===== src/rtl/x74191_chain.sv =====
// Cascaded 74191-style synchronous up/down counter of STAGES 4-bit stages.
// Optional X74191_AUTO_RELOAD_EN: a down-count from zero reloads P (divide-by-(P+1)).
module x74191_chain #(
  parameter int STAGES = 2
) (
  input  logic                clk,
  input  logic                reset,
  input  logic                ld_n,
  input  logic                cte_n,
  input  logic                d_u,
  input  logic [4*STAGES-1:0] P,
  output logic [4*STAGES-1:0] Q,
  output logic                max_min,
  output logic                rco_n,
  output logic                tc_pulse
);

  localparam int W = 4 * STAGES;
  localparam logic [W-1:0] ALL_ZERO = {W{1'b0}};
  localparam logic [W-1:0] ALL_ONES = {W{1'b1}};

  logic [W-1:0] q_r;
  logic [W-1:0] q_step_s;
  logic [W-1:0] q_next_s;
  logic         max_min_s;
  logic         tc_r;

  assign max_min_s = d_u ? (q_r == ALL_ZERO) : (q_r == ALL_ONES);

  // Per-stage stepping: each stage is enabled only when all lower stages sit at their terminal value.
  always_comb begin
    logic carry_v;
    carry_v  = ~cte_n;
    q_step_s = q_r;
    for (int k = 0; k < STAGES; k++) begin
      if (carry_v) begin
        if (d_u) begin
          q_step_s[4*k +: 4] = q_r[4*k +: 4] - 4'h1;
        end else begin
          q_step_s[4*k +: 4] = q_r[4*k +: 4] + 4'h1;
        end
      end else begin
        q_step_s[4*k +: 4] = q_r[4*k +: 4];
      end
      carry_v = carry_v & (d_u ? (q_r[4*k +: 4] == 4'h0) : (q_r[4*k +: 4] == 4'hF));
    end
  end

  // Next count value, including the optional reload on down-wrap.
  always_comb begin
    q_next_s = q_step_s;
`ifdef X74191_AUTO_RELOAD_EN
    if (d_u && (q_r == ALL_ZERO)) begin
      q_next_s = P;
    end else begin
      q_next_s = q_step_s;
    end
`else
    q_next_s = q_step_s;
`endif
  end

  // Counter state and terminal-count pulse; reset beats load beats count.
  always_ff @(posedge clk) begin
    if (reset) begin
      q_r  <= ALL_ZERO;
      tc_r <= 1'b0;
    end else if (!ld_n) begin
      q_r  <= P;
      tc_r <= 1'b0;
    end else if (!cte_n) begin
      q_r  <= q_next_s;
      tc_r <= max_min_s;
    end else begin
      q_r  <= q_r;
      tc_r <= 1'b0;
    end
  end

  assign Q        = q_r;
  assign tc_pulse = tc_r;
  assign max_min  = max_min_s;
  assign rco_n    = ~(max_min_s & ~cte_n);

endmodule


===== config.mk =====
export PLATFORM = sky130hd
export DESIGN_NAME = x74191_chain
export DESIGN_NICKNAME = d
export VERILOG_FILES = /design/src/rtl/x74191_chain.sv
export SDC_FILE = /design/constraint.sdc
export NUM_CORES = 1
export LEC_CHECK = 0
export ABC_AREA = 1
export CAP_MARGIN = 30
export CORE_UTILIZATION = 48
export DETAILED_ROUTE_END_ITERATION = 8
export PLACE_DENSITY = 0.83
export SLEW_MARGIN = 20
export SYNTH_ARGS = -nofsm -noshare
export SYNTH_HDL_FRONTEND = slang
export SYNTH_SLANG_ARGS = --single-unit
export TNS_END_PERCENT = 100

===== constraint.sdc =====
create_clock -name clk -period 2.8 [get_ports clk]
set_clock_uncertainty 0.1 [all_clocks]
set_input_delay 0.7 -clock clk [delete_from_list [all_inputs] [get_ports clk]]
set_output_delay 0.7 -clock clk [all_outputs]
set_load 0.05 [all_outputs]

# Yosys cells after proc, flatten, opt, wreduce, memory -nomap -nowiden
# Cells that the tools add are included.
[word_totals]
elab_cells = 27
out_inout_bits = 11
register_bits = 9
in_bits = 13
[op_classes]
muxes = 7
reduce_logical = 4
n_eq_ne = 4
add_sub_neg = 4
bitwise_logic = 5
[ops]
columns = ["op", "count"]
rows = [
  ["$mux W8", 2],
  ["$mux W4", 3],
  ["$add A4 B1 Y4 const B", 2],
  ["$eq A8 B8 Y1 const B", 1],
  ["$logic_not A8 Y1", 1],
  ["$sub A4 B1 Y4 const B", 2],
  ["$eq A4 B4 Y1 const B", 1],
  ["$logic_not A4 Y1", 1],
  ["$not A1 Y1", 3],
  ["$reduce_or A3 Y1", 1],
  ["$and A1 B1 Y1", 2],
  ["$mux W1", 2],
  ["$ne A2 B1 Y1 const B", 1],
  ["$ne A2 B2 Y1 const B", 1],
  ["$reduce_and A2 Y1", 1],
]

# Logic depth before layout (Yosys ltp)
# Gate-level depths: netlist (run 1).
[depth]
depth_word = 6
ltp_mapped = 10
ltp_nobuf = 10

# Least setup slack after synthesis (run 1)
# No wires, ideal clock.
[synth_path]
kind = "input to output"
startpoint = "in d_u"
endpoint = "out rco_n"
slack_ns = -0.054
t_arrival_ns = 2.054
n_path_buf = 1
stages = 6
path_cell_list = "buf_4 > inv_2 > nor3_2 > nand3_1 > o21ai_2 > nand2_1"
[synth_between]
elab_chain_cells = 3
[synth_rtl]
columns = ["item", "line_no", "source"]
rows = [
  ["start: declaration", "10", "input logic d_u,"],
  ["$mux W1", "28", "assign max_min_s = d_u ? (q_r == ALL_ZERO) : (q_r == ALL_ONES);"],
  ["via max_min", "13", "output logic max_min,"],
  ["$and A1 B1 Y1", "83", "assign rco_n = ~(max_min_s & ~cte_n);"],
  ["$not A1 Y1", "83", ""],
  ["end: declaration", "14", "output logic rco_n,"],
]
# The timed path passes the listed nets, and every way through them passes these cells.

# Final worst setup path (run 1)
[layout_path]
startpoint = "in cte_n"
endpoint = "out rco_n"
[layout_between]
elab_chain_cells = 3
[layout_rtl]
columns = ["item", "line_no", "source"]
rows = [
  ["start: declaration", "9", "input logic cte_n,"],
  ["$not A1 Y1", "83", ""],
  ["$and A1 B1 Y1", "83", ""],
  ["$not A1 Y1", "83", ""],
]
# No other way between the ends.

==> impl_summary.md, run 1 <==
Run status
The run finished with clean final reports.

GRT
The initial antenna violation count is 0. The wire length of the first global-routing pass is around 3 mm. The maximum number of pins on one net before global-route repair is 11. Global routing consumed, over all layers together, between 20% and 30% of the routing resources. Summed over all layers, the global routing overflow is 0.

The via count of the first global-routing pass is 722.

Critical path
The number of buffers and inverters on the critical path is 3. Traced cell by cell, the critical path runs through clkdlybuf4s50_1 > inv_1 > nand2_2 > buf_4. For the worst flop-to-flop path, the logic depth is 5.

The arrival time of data at the critical path endpoint is ~1.6 ns. In this run the register-to-register setup slack is between 1 and 1.5 ns. The family with the most delay on the worst path is buffers and inverters.

The highest fanout seen on the critical path is 4. Counting buffers and inverters, the worst setup path is 4 cells deep. On the critical path, the stage with the largest delay is an instance of clkdlybuf4s50_1. The launch instance of the worst register-to-register path is Q[4]$_SDFFE_PP0P_. The endpoint identified for the worst register-to-register timing path is Q[6]$_SDFFE_PP0P_.

The category of the worst setup path capture point is an output pin. STA puts the critical path data required time at ~2 ns. The worst setup path category is input port to output pin. The launching instance or port of the critical path is cte_n.

The launching element type of the critical path is an input port. On the worst path, the slowest cell contributes a delay of between 0.5 and 0.6 ns.

Die
24 I/O pins were placed. The die covers 1730 um2. The floorplan has 13 rows. The die is 41.5 um wide. The die extent in y is between 40 and 50 um.

The placeable core area is ~1400 um2. The starting density of the core is between 50% and 60%.

Cells and area
The final-layout fill cell count is between 100 and 150. The net count of the finished layout is around 160. The antenna diode count is 0. Compared with the post-synthesis result, the final layout area differs by 40.3%. Across the whole layout, storage elements account for roughly 180 um2. The multi-input combinational cell area is roughly 500 um2. The layout cell share with drive strength beyond 1 is around 15%. The count of placed standard cells in the final layout, fillers left out is 154.

Clocking
No sink is reached through more buffers than the 2 on the longest clock path. The number of buffers added by the clock tree synthesis step is 3. The count of clock tree sinks is 9. The maximum level of the CTS H-tree is 1. Gates resized during post-CTS repair numbered 0. In this run the post-CTS setup repair buffer count came out at 0. The clock network latency to the later pin of the worst-skew pair is between 0.2 and 0.3 ns. The clock root buffer is clkbuf_4. After clock tree synthesis, the clock-pin slew on the worst setup and hold paths is about 0.060 ns. The count of hold-fix buffers inserted at cts is 0. TritonCTS built the clock tree.

Power and ir drop
In this run, the clock network consumes a little under a quarter of the power. The net switching component of the power is 0.000170 W. Combinational logic burns 41.4% of the power.

For this design the static power due to leakage is a little under 0.5 nW. The sequential fraction of design power is 34.9%. The worst ir drop on vdd is ~0.23 mV. In this run the power density over the cells is 417 nW/um2. The internal power of the cells totals 0.000269 W.

In this run switching power makes up between 30% and 40% of total power.

Logic synthesis
The largest total area in the synthesized netlist belongs to dfxtp_1. The synthesized netlist contains 25 unique library cells. By count the netlist is led by nand2_1 (27), inv_1 (15), nand3_1 (11), nor2_1 (10), dfxtp_1 (9). Of the synthesized area, sequential elements account for 24.0%. The average size of a mapped cell is about 6.8 um2. In this run the cell area of the synthesized design comes to between 700 and 800 um2.

Yosys attributes the largest share of cell area to dfxtp_1 (24%), nand2_1 (14%), inv_1 (7.5%). Synthesis handed over a netlist of 110 instances. The synthesized flop and latch total is 9. The number of enable flip-flop cells after synthesis is 0. The post-synthesis net count is around 130. Summed over its instances, the top area cell type makes up between 20% and 30% of the synthesized netlist area.

The most repeated cell in the gate-level netlist after synthesis is nand2_1. After synthesis, the share of flip-flops with an asynchronous set or reset is 0%. The Yosys step of the flow raised 0 warnings. The primary flip-flop cell chosen by synthesis mapping is dfxtp_1.

Timing
The post-route clock period utilization is roughly 87%. The setup-violating endpoint count in the final report is 0. The routed design could run at a clock period as short as between 2 and 2.5 ns.

The number of max-slew violations in the final report came to 0. After routing, the total negative slack on setup checks comes to 0 ns. The final hold violation count came to 0. Based on the critical path, the design can be clocked at up to 0.411 GHz. The actual slew at the worst max-slew pin is between 0.5 and 0.6 ns.

The worst pin sits at a relative slew slack of 66.1%. Setup repair after global routing left no endpoint under its margin.

Drt
The number of vias per cell after detailed routing is 5.14. The total wire length is 1.76 mm. The violation count after the first detailed-routing iteration is 10. In this run the remaining antenna-violating nets after routing total 0. The routed via count is 791.

The first detailed-routing pass ran for 4 iterations. Dividing the detail-routed wire length by the instance count gives 11.4 um. In the routed design, unresolved DRC markers number 0.

Placed design
Input and output buffers added on the ports amount to 23. The final weighted congestion of routability-driven global placement is between 0.8 and 0.9. The total placed cells including tap cells is 150. After legalization and detailed placement, the total HPWL measured 1.42 mm.

Hold path
In this run the most critical hold path is launched from Q[5]$_SDFFE_PP0P_. The worst hold path belongs to the class flop to flop. The endpoint with the worst hold slack is Q[5]$_SDFFE_PP0P_. The instance count along the most critical hold path is 2.

Job
Across the run, the number of max-cap violations was 0.
## layout make-up
cell class,instances,area share [%]
Clock buffer,4,2.49
Inverter,17,6.06
Multi-Input combinational cell,82,46.9
Sequential cell,9,17.1
Tap cell,15,1.78
Timing Repair Buffer,27,25.7
## placed cells by master, fill, tap and decap left out
cell type / instances
buf_12: 1
buf_4: 5
nor2_4: 1
a31oi_1: 1
clkdlybuf4s50_1: 20
a22oi_1: 1
nand4_1: 1
o221ai_1: 1
nor2_2: 1
dlymetal6s2s_1: 1
xnor2_1: 4
fa_1: 2
dfxtp_1: 9
and3_1: 1
nor2_1: 10
nand3_1: 11
clkbuf_1: 1
clkbuf_4: 3
nor3_1: 1
nand2_1: 26
xor2_1: 2
nand2_2: 2
o21ai_0: 6
ha_1: 4
a21oi_2: 1
inv_2: 2
nor3_2: 3
inv_1: 15
o21ai_2: 2
a21oi_1: 1
## worst max-delay path by stage
stage	to	slack [ns]
floorplan	rco_n	0.07
detailed placement	max_min	0.02
global route	max_min	0.31
finish	rco_n	0.37
CTS	max_min	0.02
global placement	max_min	0.06
## power groups by stage
stage          sequential [W]  clock (W)  combinational, W
2_1_floorplan        0.000186          0         0.0000891
3_3_place_gp         0.000155          0          0.000178
6_report             0.000153   0.000104          0.000182
5_1_grt              0.000155   0.000115          0.000199
4_1_cts              0.000153   0.000108          0.000183
3_5_place_dp         0.000156          0          0.000182
## cell families after synthesis
family / count (synthesis) / synth area share (%)
simple gates: 57 / 35.3
flops: 9 / 24.0
compound gates: 13 / 11.2
fa+ha+maj: 6 / 12.0
xor+xnor: 6 / 7.00
buf+inv: 19 / 10.5
## flip-flops by register name, indices dropped and copies added (netlist names)
| name | cells |
|---|---|
| tc_pulse | 1 |
| Q | 8 |
## per-layer routing
metal | track usage, % | vias up | part of all wire [%]
li1 | - | 412 | -
met4 | 7.74 | 0 | 0.40
met5 | 0 | - | 0
met1 | 29.3 | 352 | 45
met3 | 3.91 | 2 | 4.8
met2 | 38.4 | 25 | 50
## worst reg2reg max path, delay by kind of cell (launching register included)
family / cells / cell delay [ns]
xor gates and xnor gates: 1 / 0.16
adders and majority gates: 1 / 0.44
buffers and inverters: 1 / 0.12
DFF: 1 / 0.43
and+or+nand+nor: 2 / 0.23
## stage by stage
step | total power [W] | hold WS (ns) | setup slack, ns | utilization [%] | instance area [um2]
CTS | 0.000444 | 0.461 | 0.0235 | 76.0 | 1050
floorplan | 0.000275 | 0.658 | 0.0678 | - | 753
finish | 0.000439 | 0.461 | 0.368 | 76.2 | 1050
global route | 0.000469 | 0.511 | 0.314 | 76.2 | 1050
detailed placement | 0.000338 | 0.452 | 0.0240 | 74.1 | 1020
global placement | 0.000333 | 0.446 | 0.0571 | 74.1 | 1020
Power figures use the tool's default switching activity.
==> inputs of run 2 (changes only) <==
- CAP_MARGIN: 30 -> default
- SLEW_MARGIN: 20 -> 10
==> results of run 2 <==
Final layout, timing and power as in run 1 (identical DEF).
